### src/rtl/gear_resistance_driver_pkg.sv
// Shared types and sizing helpers for the gear resistance actuator driver.
// No logic of its own; zero latency.
// No flow control; constants and types only.
package gear_resistance_driver_pkg;

    localparam int GEAR_W = 4;

    typedef enum logic [2:0] {
        HOME,
        IDLE,
        DRIVE_UP,
        DRIVE_DOWN,
        BRAKE,
        FAULT
    } state_t;

    // One counter serves both the pulse watchdog and the settle dead time.
    function automatic int timer_width(input int timeout_cycles, input int settle_cycles);
        int longest;
        longest = (timeout_cycles > settle_cycles) ? timeout_cycles : settle_cycles;
        return $clog2(longest + 1);
    endfunction

endpackage

### src/rtl/gear_resistance_driver_sync_edge.sv
// Two-flop synchroniser for an asynchronous pin, with a registered rising-edge strobe.
// Level valid 2 cycles after the pin, rise strobe 3 cycles after the pin.
// No flow control; free-running sampler.
module gear_resistance_driver_sync_edge (
    input  logic clk,
    input  logic reset,
    input  logic async_in,
    output logic level,
    output logic rise
);

    logic meta_ff;
    logic sync_ff;
    logic sync_q;

    always_ff @(posedge clk) begin
        if (reset) begin
            meta_ff <= 1'b0;
            sync_ff <= 1'b0;
            sync_q  <= 1'b0;
            rise    <= 1'b0;
        end else begin
            meta_ff <= async_in;
            sync_ff <= meta_ff;
            sync_q  <= sync_ff;
            rise    <= sync_ff & ~sync_q;
        end
    end

    assign level = sync_ff;

endmodule

### src/rtl/gear_resistance_driver.sv
// Drives the resistance actuator until encoder feedback shows it sits at the requested BCD gear.
// Motor responds the cycle after a target change; pulse feedback acts 3 cycles after the pin.
// No flow control; new targets are only accepted in IDLE, otherwise re-checked at each gear boundary.
module gear_resistance_driver
    import gear_resistance_driver_pkg::*;
#(
    parameter int MAX_GEAR        = 9,
    parameter int PULSES_PER_GEAR = 4,
    parameter int TIMEOUT_CYCLES  = 50000,
    parameter int SETTLE_CYCLES   = 1000
) (
    input  logic              clk,
    input  logic              reset,
    input  logic [GEAR_W-1:0] target_gear,
    input  logic              pos_pulse,
    input  logic              home_sw,
    output logic              motor_up,
    output logic              motor_down,
    output logic [GEAR_W-1:0] cur_gear,
    output logic              busy,
    output logic              fault
);

    localparam int TIMER_W = timer_width(TIMEOUT_CYCLES, SETTLE_CYCLES);
    localparam int CNT_W   = (PULSES_PER_GEAR > 1) ? $clog2(PULSES_PER_GEAR) : 1;

    localparam logic [GEAR_W-1:0]  MAX_G        = GEAR_W'(MAX_GEAR);
    localparam logic [CNT_W-1:0]   CNT_LAST     = CNT_W'(PULSES_PER_GEAR - 1);
    localparam logic [TIMER_W-1:0] TIMEOUT_LAST = TIMER_W'(TIMEOUT_CYCLES - 1);
    localparam logic [TIMER_W-1:0] SETTLE_LAST  = TIMER_W'(SETTLE_CYCLES - 1);

    state_t             state, state_nxt;
    logic [GEAR_W-1:0]  gear_nxt;
    logic [CNT_W-1:0]   pulse_cnt, cnt_nxt;
    logic [TIMER_W-1:0] timer, timer_nxt;
    logic               pulse_evt;
    logic               home_lvl;
    logic               home_rise_unused;
    logic               target_ok;

    gear_resistance_driver_sync_edge u_pulse_sync (
        .clk      (clk),
        .reset    (reset),
        .async_in (pos_pulse),
        .level    (),
        .rise     (pulse_evt)
    );

    gear_resistance_driver_sync_edge u_home_sync (
        .clk      (clk),
        .reset    (reset),
        .async_in (home_sw),
        .level    (home_lvl),
        .rise     (home_rise_unused)
    );

    assign target_ok = (target_gear <= MAX_G);

    always_ff @(posedge clk) begin
        if (reset) begin
            state <= HOME;
        end else begin
            state <= state_nxt;
        end
    end

    always_comb begin
        state_nxt = state;
        gear_nxt  = cur_gear;
        cnt_nxt   = pulse_cnt;
        timer_nxt = timer;
        case (state)
            HOME: begin
                if (home_lvl) begin
                    gear_nxt  = '0;
                    cnt_nxt   = '0;
                    timer_nxt = '0;
                    state_nxt = BRAKE;
                end else if (timer == TIMEOUT_LAST) begin
                    timer_nxt = '0;
                    state_nxt = FAULT;
                end else begin
                    timer_nxt = timer + 1'b1;
                end
            end
            IDLE: begin
                timer_nxt = '0;
                if (target_ok && (target_gear > cur_gear)) begin
                    state_nxt = DRIVE_UP;
                end else if (target_ok && (target_gear < cur_gear)) begin
                    state_nxt = DRIVE_DOWN;
                end
            end
            DRIVE_UP: begin
                // A pulse arriving on the timeout cycle still counts as progress.
                if (pulse_evt) begin
                    timer_nxt = '0;
                    if (pulse_cnt == CNT_LAST) begin
                        cnt_nxt = '0;
                        if (cur_gear != MAX_G) begin
                            gear_nxt = cur_gear + 1'b1;
                        end
                        if (!target_ok || (target_gear <= gear_nxt) || (gear_nxt == MAX_G)) begin
                            state_nxt = BRAKE;
                        end
                    end else begin
                        cnt_nxt = pulse_cnt + 1'b1;
                    end
                end else if (timer == TIMEOUT_LAST) begin
                    timer_nxt = '0;
                    state_nxt = FAULT;
                end else begin
                    timer_nxt = timer + 1'b1;
                end
            end
            DRIVE_DOWN: begin
                // The home switch is absolute position, so it overrides the pulse count.
                if (home_lvl) begin
                    gear_nxt  = '0;
                    cnt_nxt   = '0;
                    timer_nxt = '0;
                    state_nxt = BRAKE;
                end else if (pulse_evt) begin
                    timer_nxt = '0;
                    if (pulse_cnt == CNT_LAST) begin
                        cnt_nxt = '0;
                        if (cur_gear != '0) begin
                            gear_nxt = cur_gear - 1'b1;
                        end
                        if (!target_ok || (target_gear >= gear_nxt)) begin
                            state_nxt = BRAKE;
                        end
                    end else begin
                        cnt_nxt = pulse_cnt + 1'b1;
                    end
                end else if (timer == TIMEOUT_LAST) begin
                    timer_nxt = '0;
                    state_nxt = FAULT;
                end else begin
                    timer_nxt = timer + 1'b1;
                end
            end
            BRAKE: begin
                if (timer == SETTLE_LAST) begin
                    timer_nxt = '0;
                    state_nxt = IDLE;
                end else begin
                    timer_nxt = timer + 1'b1;
                end
            end
            FAULT: begin
                timer_nxt = '0;
            end
            default: begin
                timer_nxt = '0;
                state_nxt = FAULT;
            end
        endcase
    end

    // Outputs are decoded from the next state so they line up with the state register.
    always_ff @(posedge clk) begin
        if (reset) begin
            cur_gear   <= '0;
            pulse_cnt  <= '0;
            timer      <= '0;
            motor_up   <= 1'b0;
            motor_down <= 1'b0;
            busy       <= 1'b1;
            fault      <= 1'b0;
        end else begin
            cur_gear   <= gear_nxt;
            pulse_cnt  <= cnt_nxt;
            timer      <= timer_nxt;
            motor_up   <= (state_nxt == DRIVE_UP);
            motor_down <= (state_nxt == DRIVE_DOWN) || (state_nxt == HOME);
            busy       <= (state_nxt != IDLE);
            fault      <= (state_nxt == FAULT);
        end
    end

endmodule

### config.mk
export PLATFORM = sky130hd
export DESIGN_NAME = gear_resistance_driver
export DESIGN_NICKNAME = d
export VERILOG_FILES = /design/src/rtl/gear_resistance_driver_pkg.sv /design/src/rtl/gear_resistance_driver_sync_edge.sv /design/src/rtl/gear_resistance_driver.sv
export SDC_FILE = /design/constraint.sdc
export NUM_CORES = 1
export LEC_CHECK = 0
export BUFFER_PORTS_ARGS = -buffer_cell sky130_fd_sc_hd__buf_2
export CAP_MARGIN = 20
export CORE_MARGIN = 2
export CORE_UTILIZATION = 50
export DETAILED_ROUTE_END_ITERATION = 10
export GPL_TIMING_DRIVEN = 1
export MAX_ROUTING_LAYER = met4
export PLACE_DENSITY = 0.76
export SYNTH_ARGS = -nofsm -noshare
export SYNTH_HDL_FRONTEND = slang
export SYNTH_SLANG_ARGS = --single-unit
### constraint.sdc
create_clock -name clk -period 2.8 [get_ports clk]
set_input_delay 0.28 -clock clk [delete_from_list [all_inputs] [get_ports clk]]
set_output_delay 0.28 -clock clk [all_outputs]
set_load 0.005 [all_outputs]
* Word-level counts from Yosys, hierarchy flattened
Index checks and enable logic that the tools add are counted.
Cells by class: bitwise operators 2, add/sub/neg operators 4, order comparisons 5, eq/ne operators 19, reduce and logical (&&, ||, !) cells 13, muxes and demuxes 40
Operators with widths (number):
- $mux 16 | 5
- $pmux 16 s4 | 1
- $mux 4 | 15
- $mux 3 | 12
- $pmux 3 s6 | 1
- $add 16x1->16 const B | 1
- $eq 16x10->1 const B | 1
- $eq 16x16->1 const B | 1
- $eq 3x2->1 const B | 4
- $pmux 4 s3 | 1
- $eq 3x3->1 const B | 3
- $mux 2 | 4
- $logic_not 3->1 | 2
- $ne 3x1->1 const B | 2
- $pmux 2 s3 | 1
- $reduce_and 6->1 | 1
- $add 4x1->4 const B | 1
- $eq 4x4->1 const B | 1
- $ge 4x4->1 | 1
- $gt 4x4->1 | 1
- $le 4x4->1 | 1
- $le 4x4->1 const B | 1
- $logic_or 1x1->1 | 4
- $lt 4x4->1 | 1
- other kinds (15) | 17
Storage, ports and cells: bits in registers 35, output and inout port bits 8

* Logic depth before layout (Yosys ltp)
Gate-level depths: netlist of run 1.
word-level depth 15, gate-level depth with buffers 12, depth with buffers taken out 12

* By module
A second synthesis of run 1 with hierarchy kept.
Unflattened totals: cell total of the unflattened synthesis 260, area, all modules 2195.9 sq um
Modules (own cells, without submodules):
- gear_resistance_driver | area each 1973.1 sq um, cells each 244, instances 1
- gear_resistance_driver_sync_edge | area each 111.4 sq um, cells each 8, instances 2

* Worst setup path after synthesis of run 1
Ideal clock, no wire load.
path type reg-to-reg, start register cur_gear[0], end register motor_down, path buffers 0, arrival 2.435 ns, setup slack 0.249 ns, data required time 2.684 ns, stages on the path, launching flop included 11, cells stage by stage dfxtp_1 > inv_1 > ha_1 > mux2i_1 > ha_1 > nor2b_1 > o211ai_1 > a221oi_2 > a2111oi_0 > nor2_1 > and3_1
On the way: longest elaborated chain between the ends 15, elaborated cells between the ends (all ways) 36, those cells by class add/sub (2); order compare (4); eq/ne (3); mux (19); reduce/logical (8)
RTL lines:
- from (decl) | RTL line gear_resistance_driver.sv:19 | output logic [GEAR_W-1:0] cur_gear,
- from (signal assigned) | RTL line gear_resistance_driver.sv:172 | cur_gear <= gear_nxt;
- $sub 4x1->4 / $reduce_bool 4->1 (equally long branches) | RTL line gear_resistance_driver.sv:128, gear_resistance_driver.sv:127
- $mux 4 | RTL line gear_resistance_driver.sv:127 | if (cur_gear != '0) begin
- $mux 4 | RTL line gear_resistance_driver.sv:125 | if (pulse_cnt == CNT_LAST) begin
- $mux 4 | RTL line gear_resistance_driver.sv:123 | end else if (pulse_evt) begin
- $mux 4 | RTL line gear_resistance_driver.sv:118 | if (home_lvl) begin
- $mux 4 | RTL line gear_resistance_driver.sv:72 | case (state)
- $ge 4x4->1 | RTL line gear_resistance_driver.sv:130 | if (!target_ok || (target_gear >= gear_nxt)) begin
- $logic_or 1x1->1 | RTL line gear_resistance_driver.sv:130
- $mux 3 | RTL line gear_resistance_driver.sv:130
- $mux 3 | RTL line gear_resistance_driver.sv:125
- $mux 3 | RTL line gear_resistance_driver.sv:123
- $mux 3 | RTL line gear_resistance_driver.sv:118
- $pmux 3 s6 (*) | RTL line gear_resistance_driver.sv:72
- $eq 3x2->1 / $logic_not 3->1 (equally long branches) | RTL line gear_resistance_driver.sv:176 | motor_down <= (state_nxt == DRIVE_DOWN) || (state_nxt == HOME);
- $logic_or 1x1->1 (*) | RTL line gear_resistance_driver.sv:176
- to (signal assigned) | RTL line gear_resistance_driver.sv:176
- to (decl) | RTL line gear_resistance_driver.sv:18 | output logic motor_down,
Every way passes the cells marked *; elsewhere a longest branch is shown, timed or not. The select of a mux whose other input is x is not followed. A chain may end at the register's enable or synchronous reset.

* Worst setup path after layout of run 1
Same ends and word-level chain as after synthesis.

==> results of run 1 <==
[cells in the mapped netlist (all sizes together), types with 2 or more instances]
master	n
and3	7
o22ai	2
mux2	2
nor3	8
nand2b	4
nand4	5
dfxtp	35
clkbuf	2
nor2	39
nor2b	9
nand3	13
and2	2
xnor2	11
a21o	2
o31ai	2
ha	17
nand2	23
a32oi	2
buf	4
mux2i	4
a22oi	3
a221oi	2
inv	15
o21ai	9
a21oi	10
xor2	9
[layout by cell type, fill, tap and decap left out, drive strengths merged, types with 4 or more instances in the layout]
cell type / synthesis / layout
o21ai: 9 / 9
nand3: 13 / 13
nand4: 5 / 5
mux2i: 4 / 4
ha: 17 / 17
xor2: 9 / 9
nor2: 39 / 39
inv: 15 / 15
nor3: 8 / 8
and3: 7 / 7
nand2b: 4 / 4
clkbuf: 2 / 6
xnor2: 11 / 11
nor2b: 9 / 9
buf: 4 / 19
a21oi: 10 / 10
nand2: 23 / 23
dfxtp: 35 / 35
[stage by stage]
step	instance area (um2)	power (W)	worst slack [ps]	util [%]	cells
finish	2350	0.00112	259	58.3	326
global route	2350	0.00117	15.5	58.3	326
CTS	2350	0.00114	177	58.2	326
detailed placement	2230	0.000670	189	55.3	318
global placement	2230	0.000669	256	55.3	318
floorplan	2100	0.000637	249	-	255
[routing by layer]
layer	vias to the layer above	GRT usage, %	share of wire, %
met1	789	23.9	49
met5	-	-	0
met2	35	30.5	44
met4	0	9.56	3.1
met3	13	4.06	3.8
li1	930	-	-
[power breakdown]
group	leakage (nW)	internal (W)	switching [W]
clock network	0.0612	0.000288	0.000175
registers	0.284	0.000516	0.0000182
logic	0.639	0.0000519	0.0000753
total	0.985	0.000855	0.000269
[kinds of logic after synthesis]
group	Yosys count	share of synthesized area, %
buf+inv	21	4.42
mux	6	2.98
fa+ha+maj	17	10.1
compound gates	41	13.9
flops	35	33.4
xor+xnor	20	8.35
simple gates	115	26.8
[how the worst min path moves through the flow]
stage | from | end | slack, ps | cells after the start
after CTS | pos_pulse | u_pulse_sync.meta_ff | 230 | 2
after floorplan | reset | u_pulse_sync.sync_q | 360 | 1
after global routing | pos_pulse | u_pulse_sync.meta_ff | 220 | 2
after global placement | u_pulse_sync.sync_q | u_pulse_sync.rise | 370 | 1
after detailed placement | u_pulse_sync.sync_q | u_pulse_sync.rise | 380 | 1
final | pos_pulse | u_pulse_sync.meta_ff | 220 | 2
[area by class of cell]
class,instances,area (um2)
Clock buffer,6,82.6
Clock inverter,2,35.0
Fill cell,372,1680
Inverter,15,56.3
Multi-Input combinational cell,199,1310
Sequential cell,35,701
Tap cell,50,62.6
Timing Repair Buffer,19,105
[registers in the layout, indices dropped and copies added, names as in the netlist, 2 cells and up]
name / cells
state: 3
pulse_cnt: 2
cur_gear: 4
timer: 16
[worst max-delay path, cell delays in order, from the launching register on]
cell and delay (ps):
dfxtp_1 410, inv_1 80, ha_1 240, nand3_1 150, xnor2_1 160, ha_1 260, nand2b_1 140, a211oi_1 230
o21ai_1 140, nand2_1 90, a32oi_2 160, xor2_1 190, and3_1 180
[timing repair]
| item | in CTS | in global routing |
|---|---|---|
| hold buffers | 0 | 0 |
| gates resized for setup | 0 | 2 |
| buffers inserted | 0 | 0 |
| endpoints found under the setup margin | 0 | 1 |
==> summary.txt, run 1 <==
Outcome -> finished clean
Hold Crit Class -> in -> reg
Setup violators final -> 0
Seq/Total Area, Yosys -> 33.4%
Critical Path AT -> 2730 ps
Num CTS Buffers -> 5
Req. time, crit path -> 2990 ps
Aggregate global routing overflow -> 0
Share of cells above drive strength 1 -> 13.4%
CP max FO -> 6
CTS clk-pin slew, worst paths -> 70 ps
Area leader, netlist -> dfxtp_1
Syn_nets -> 280
Top cell type's share of synthesized area -> 33.4%
Crit start category -> flip-flop
Worst-Margin Slew -> 496 ps
Synthesized flop and latch total -> 35
Hpwl dp -> 3120 um
R2R depth -> 12
Diode count -> 0
Max VDD drop -> 357 uV
Warnings, synthesis -> 0
Max Cap Violations -> 0
Area growth, synth to finish -> 11.9%
Worst Setup EP -> motor_down
Minimum clock period -> 2540 ps
Clk buf depth -> 2
PwrDens -> 479 nW/um2
Row count -> 23
CP endpoint kind -> flip-flop
Post-Synthesis Cell Area -> 2100 um2
DR vias -> 1767
Core Area -> 4030 um2
Crit path from -> cur_gear[0]
Period utilization -> 90.7%
Vias in the first global route -> 1637
Detail Route Antenna Nets -> 0
Port bufs -> 15
Clock tree from TritonCTS -> built
# IOs -> 16
Initial antenna violation count -> 0
Die ar. -> 4730 um2
First-pass GRT wire length -> 6800 um
Clock Latency Late Sink -> 290 ps
WHS -> 225 ps
Avg WL per Cell -> 12.8 um
DR vias/cell -> 5.42
Starting Density -> 52.0%
Clock root cell -> clkbuf_8
Yosys cell types -> 48
Share of flip-flops with an asynchronous set or reset -> 0%
H-tree depth reported by CTS -> 2
Worst r2r src -> cur_gear[0]
Die Y -> 68.8 um
Post-synth EDFFs -> 0
Die width -> 68.8 um
Relative slew slack -> 67.0%
Leakage power -> 0.985 nW
Syn Inst Count -> 255
Hold Fails Final Rpt -> 0
Synth top area cells -> dfxtp_1 33%, ha_1 10%, nor2_1 7.0%
Pin count of the biggest net entering global routing -> 17
Final Max Slew Viols -> 0
GPL Wtd Cong -> 0.911
Remaining DRCs -> 0
Post-Route Skew -> 4.57 ps
RSZ-0062 raised after global routing -> false
Syn_area_per_cell -> 8.22 um2
R2R setup slack -> 260 ps
Worst r2r dst -> motor_down
Max Freq -> 394 MHz
Clock Sinks -> 35
Global Route Usage Sum -> 19.5%
Crit Path Category -> reg -> reg
Pre-antenna DRT Iters -> 4
Post-Route WL -> 4170 um
Ys flop type -> dfxtp_1
Setup_tns -> 0 ps
1st-iter DRT viols -> 68
Fin nets -> 300
Note: power is estimated with default switching activity, not from simulation.
==> run 2: changes to the inputs <==
--- a/config.mk
+++ b/config.mk
@@ -7,7 +7,6 @@
 export LEC_CHECK = 0
 export BUFFER_PORTS_ARGS = -buffer_cell sky130_fd_sc_hd__buf_2
 export CAP_MARGIN = 20
-export CORE_MARGIN = 2
 export CORE_UTILIZATION = 50
 export DETAILED_ROUTE_END_ITERATION = 10
 export GPL_TIMING_DRIVEN = 1
==> run 2 against run 1 <==
Compared with the run above:
- design area is 0.37% lower
- die area is 5.7% lower
- count of clock-buffer cells in the layout grew 2
- wire length increased by 3.8%
- global-route usage rose by 2.6 points
- clock skew decreased by 2.0 ps
- register-to-register slack worse by 50 ps
- utilization increased by 0.20 points
- via count increased by 0.96%
- fmax decreased by 1.8%
- sequential cell count stayed put
- non-clock buffer count unchanged
- largest cell class unchanged
==> summary.txt, run 2 (same netlist as run 1, synthesis figures left out) <==
Port bufs -> 15
First-pass GRT wire length -> 7290 um
CP endpoint kind -> flip-flop
Global Route Usage Sum -> 22.1%
Req. time, crit path -> 2980 ps
DR vias/cell -> 5.47
Largest register FFs -> 16
DR vias -> 1784
CP max FO -> 4
Hold Path Origin -> home_sw
Starting Density -> 52.4%
Row count -> 23
H-tree depth reported by CTS -> 2
Minimum clock period -> 2590 ps
Clock Latency Late Sink -> 280 ps
Post-Route WL -> 4330 um
Biggest register -> timer
Num CTS Buffers -> 5
CP most frequent cell -> ha_1
Crit Path Category -> reg -> reg
Setup_tns -> 0 ps
Outcome -> finished clean
Critical Path AT -> 2770 ps
Clk buf depth -> 2
Aggregate global routing overflow -> 0
Most common cell after layout, fill and taps aside -> nor2_1
Hpwl dp -> 3190 um
Die Y -> 66.8 um
Tot Pwr -> 0.00106 W
# IOs -> 16
Crit start category -> flip-flop
Hold Crit Class -> in -> reg
Metal3 WL -> 120 um
Crit path cell chain -> inv_1 > ha_1 > nand3_1 > mux2i_1 > ha_1 > nor2b_1 > o211ai_1 > a221oi_2 > a2111oi_1 > nor2_1 > and3_1
Layout filler cell count -> 343
Die ar. -> 4460 um2
Post-Route Skew -> 2.56 ps
Relative slew slack -> 65.9%
Initial antenna violation count -> 0
Max Cap Violations -> 0
Clock Sinks -> 35
Pre-antenna DRT Iters -> 6
R2R setup slack -> 210 ps
GPL Wtd Cong -> 0.911
Pin count of the biggest net entering global routing -> 17
Setup violators final -> 0
Clock tree from TritonCTS -> built
Worst-Margin Slew -> 510 ps
Post-CTS sizing -> 0
Final Max Slew Viols -> 0
Share of cells above drive strength 1 -> 13.8%
WP buf/inv -> 1
Crit path from -> cur_gear[1]
CP delay by family, top -> compound AO/OA/AOI/OAI gates
Most frequent cells in the layout -> 39 x nor2_1, 34 x dfxtp_1, 22 x nand2_1
1st-iter DRT viols -> 100
Max VDD drop -> 348 uV
Diode count -> 0
Hold Fails Final Rpt -> 0
Core Area -> 4000 um2
WHS -> 208 ps
Clock root cell -> clkbuf_8
Critical path's largest stage delay -> 400 ps
Detail Route Antenna Nets -> 0
Leakage power -> 0.984 nW
Avg WL per Cell -> 13.3 um
Detail Route met2 WL -> 1940 um
Area growth, synth to finish -> 11.5%
Worst r2r src -> cur_gear[1]
Top flop regs -> timer x16, cur_gear x4, state x3
RSZ-0062 raised after global routing -> false
Vias in the first global route -> 1686
Critical Path Slowest Stage Cell -> a2111oi_1
Remaining DRCs -> 0
M1 wire length -> 2200 um
Fin nets -> 300
Top Metal Used -> met4
PwrDens -> 453 nW/um2
Max Freq -> 386 MHz
# Post-CTS Setup Buffers -> 0
Period utilization -> 92.4%
CTS clk-pin slew, worst paths -> 70 ps
Die width -> 66.8 um
Post-CTS Hold Buffers -> 0
==> run 2: cell count changes in the layout (fill, tap and decap cells not counted) <==
cell / delta
bufinv_16: -1
clkbuf_1: +1
clkbuf_8: +1
clkinv_2: -1
dfxtp_1: -1
dfxtp_2: +1
xnor2_1: -1
xnor2_2: +1
==> run 2: layout make-up <==
| type | count | area [um2] | share of cell area (%) |
|---|---|---|---|
| multi-input cells | 199 | 1310 | 56.1 |
| inverters | 15 | 56.3 | 2.41 |
| flip-flops and latches | 35 | 702 | 30.0 |
| repair buffers | 19 | 105 | 4.49 |
| well taps | 50 | 62.6 | 2.68 |
| clock buffers | 8 | 100 | 4.28 |
==> run 2: metrics by stage <==
step / area (um2) / util [%] / cells / setup WS [ps]
after floorplan: 2100 / - / 255 / 249
after global placement: 2230 / 55.7 / 318 / 237
after detailed placement: 2230 / 55.7 / 318 / 176
after CTS: 2330 / 58.2 / 326 / 154
after global routing: 2340 / 58.5 / 326 / 15.9
final: 2340 / 58.5 / 326 / 212
==> run 2: power by group <==
| part | leakage, nW | switching [W] | internal, W |
|---|---|---|---|
| sequential | 0.285 | 0.0000191 | 0.000516 |
| clock | 0.0515 | 0.000172 | 0.000224 |
| combinational | 0.648 | 0.0000762 | 0.0000519 |
| total | 0.984 | 0.000267 | 0.000792 |
==> run 2: path summary, 6_finish.rpt <==
| check | cells past startpoint | endpoint |
|---|---|---|
| hold / removal | 2 | u_home_sync.meta_ff |
| setup reg to reg | 11 | motor_down |
| setup / recovery | 11 | motor_down |
| hold reg to reg | 1 | u_pulse_sync.rise |
==> run 2: routing by layer <==
metal  track usage, %  vias up
met4             9.84        0
met5                -        -
met1             28.8      816
met2             33.6       34
li1                 -      926
met3             3.42        8
==> run 3: changes to the inputs <==
--- a/config.mk
+++ b/config.mk
@@ -8,10 +8,12 @@
 export BUFFER_PORTS_ARGS = -buffer_cell sky130_fd_sc_hd__buf_2
 export CAP_MARGIN = 20
 export CORE_UTILIZATION = 50
+export CTS_BUF_LIST = sky130_fd_sc_hd__clkbuf_16
 export DETAILED_ROUTE_END_ITERATION = 10
 export GPL_TIMING_DRIVEN = 1
 export MAX_ROUTING_LAYER = met4
 export PLACE_DENSITY = 0.76
 export SYNTH_ARGS = -nofsm -noshare
 export SYNTH_HDL_FRONTEND = slang
+export SYNTH_HIERARCHICAL = 1
 export SYNTH_SLANG_ARGS = --single-unit
==> run 3 against run 2 <==
Compared with the run above:
- die area rose by 1.9%
- clock power rose by 30%
- critical path depth rose by 1
- utilization rose by 5.7 points
- via count rose by 9.1%
- design area rose by 11%
- sequential share of layout area fell by 2.9 points
- largest power group is now clock
- largest cell class unchanged
==> summary.txt, run 3 <==
Outcome -> finished clean
Max Freq -> 373 MHz
Max Cap Violations -> 0
Hold Crit Class -> in -> reg
Initial antenna violation count -> 0
FF/Latch Area -> 707 um2
Diode count -> 0
Avg WL per Cell -> 14.5 um
Clock root cell -> clkbuf_16
WP buf/inv -> 2
Pin count of the biggest net entering global routing -> 19
Setup violators final -> 0
Crit Path Category -> reg -> reg
Biggest register -> timer
Die ar. -> 4540 um2
Num CTS Buffers -> 5
CTS clk-pin slew, worst paths -> 50 ps
Warnings, synthesis -> 6
GR Layer Usage met2 -> 35.9%
Critical Path Slowest Stage Cell -> dfxtp_4
Period utilization -> 95.7%
Clk buf depth -> 2
Post-Synthesis Cell Area -> 2140 um2
R2R depth -> 12
Worst Hold Depth -> 2
Hpwl dp -> 3420 um
Hold Fails Final Rpt -> 0
Layout filler cell count -> 353
Syn_area_per_cell -> 8.35 um2
Top flop regs -> timer x16, cur_gear x4, state x3
Clock Sinks -> 35
Hold Path Origin -> home_sw
Met3 Use GR -> 4.56%
Share of cells above drive strength 1 -> 24.5%
Row count -> 23
1st-iter DRT viols -> 100
Worst r2r dst -> busy
DR vias -> 1947
Clock tree from TritonCTS -> built
GPL Wtd Cong -> 0.853
# IOs -> 16
Aggregate global routing overflow -> 0
DR vias/cell -> 5.73
Relative slew slack -> 72.4%
Worst r2r src -> cur_gear[0]
Core Area -> 4060 um2
Remaining DRCs -> 0
CP delay by family, top -> compound AO/OA/AOI/OAI gates
Max VDD drop -> 396 uV
Post-Route WL -> 4930 um
CP endpoint kind -> flip-flop
Crit start category -> flip-flop
Grt peak-use layer -> met2
Most frequent cells in the layout -> 33 x nor2_1, 32 x dfxtp_1, 24 x nand2_1
Hold EP -> u_home_sync/meta_ff
Detail Route Antenna Nets -> 0
Port bufs -> 15
PwrDens -> 432 nW/um2
Global Route Usage Sum -> 23.1%
Area growth, synth to finish -> 21.9%
Critical Path AT -> 2840 ps
Minimum clock period -> 2680 ps
Final Max Slew Viols -> 0
Req. time, crit path -> 2960 ps
Pre-antenna DRT Iters -> 4
Dpl cells -> 332
Die Y -> 67.4 um
First-pass GRT wire length -> 7650 um
Syn_nets -> 281
Fin nets -> 314
Leakage power -> 1.03 nW
Worst-Margin Slew -> 414 ps
Final std cells w/o fill -> 340
Post-Route Skew -> 1.31 ps
Die width -> 67.4 um
H-tree depth reported by CTS -> 2
CP max FO -> 6
Syn Inst Count -> 256
Critical path's largest stage delay -> 410 ps
R2R setup slack -> 120 ps
Largest register FFs -> 16
Tot Pwr -> 0.00113 W
Area of the multi-input gates -> 1440 um2
GR Layer Usage met1 -> 29.4%
Crit path cell chain -> inv_4 > ha_4 > buf_4 > nor2_2 > a21oi_2 > ha_1 > a21oi_1 > o21ai_1 > a41oi_2 > a311oi_2 > a311o_1 > or3_1
Clock Latency Late Sink -> 280 ps
Post-CTS Hold Buffers -> 0
Vias in the first global route -> 1744
Most common cell after layout, fill and taps aside -> nor2_1
Starting Density -> 52.7%
==> run 3: cell count changes in the layout (fill, tap and decap cells not counted), moves of 5 or more <==
cell,before,now
buf_4,4,18
clkbuf_16,0,5
clkbuf_8,7,0
inv_1,15,8
nor2_1,39,33
==> run 3: final cells by class <==
type                            count  share of cell area [%]
Multi-Input combinational cell    202                    55.2
Sequential cell                    35                    27.1
Timing Repair Buffer               33                    8.07
Clock buffer                        5                    4.80
Tap cell                           50                    2.40
Inverter                           12                    1.83
Clock inverter                      3                   0.576
==> run 3: how the worst max path moves through the flow <==
stage           startpoint    to  slack (ps)  cells after the start
6_report       cur_gear[0]  busy         120                     12
4_1_cts        cur_gear[1]  busy          10                     12
5_1_grt        cur_gear[1]  busy         -20                     12
3_3_place_gp   cur_gear[1]  busy          70                     13
3_5_place_dp   cur_gear[0]  busy         -30                     11
2_1_floorplan  cur_gear[1]  busy           7                     13
==> run 3: what timing repair did <==
action                                  in CTS  in global routing
buffers inserted                             0                  0
resized for setup                            3                 22
endpoints found under the setup margin       1                  5
pin swaps                                    0                  6
==> run 3: report_power, final <==
| part | switching [W] | internal, W | total (W) |
|---|---|---|---|
| registers | 0.00000870 | 0.000508 | 0.000516 |
| clock network | 0.000196 | 0.000322 | 0.000518 |
| logic | 0.0000511 | 0.0000395 | 0.0000906 |
| total | 0.000255 | 0.000870 | 0.00113 |
==> run 3: metal layers <==
metal  part of all wire, %  vias up
met5                     0        -
met4                   1.6        0
met3                   3.6        8
met2                    47       51
met1                    48      911
li1                      -      977
==> run 3: metrics by stage <==
step / setup slack [ps] / setup TNS [ps] / area (um2) / utilization, % / hold slack [ps]
floorplan: 6.73 / 0 / 2140 / - / 351
finish: 120 / 0 / 2610 / 64.2 / 216
global placement: 66.2 / 0 / 2360 / 58.2 / 393
CTS: 12.4 / 0 / 2510 / 61.9 / 212
global route: -21.5 / -24.8 / 2610 / 64.2 / 215
detailed placement: -34.0 / -34.0 / 2360 / 58.2 / 406
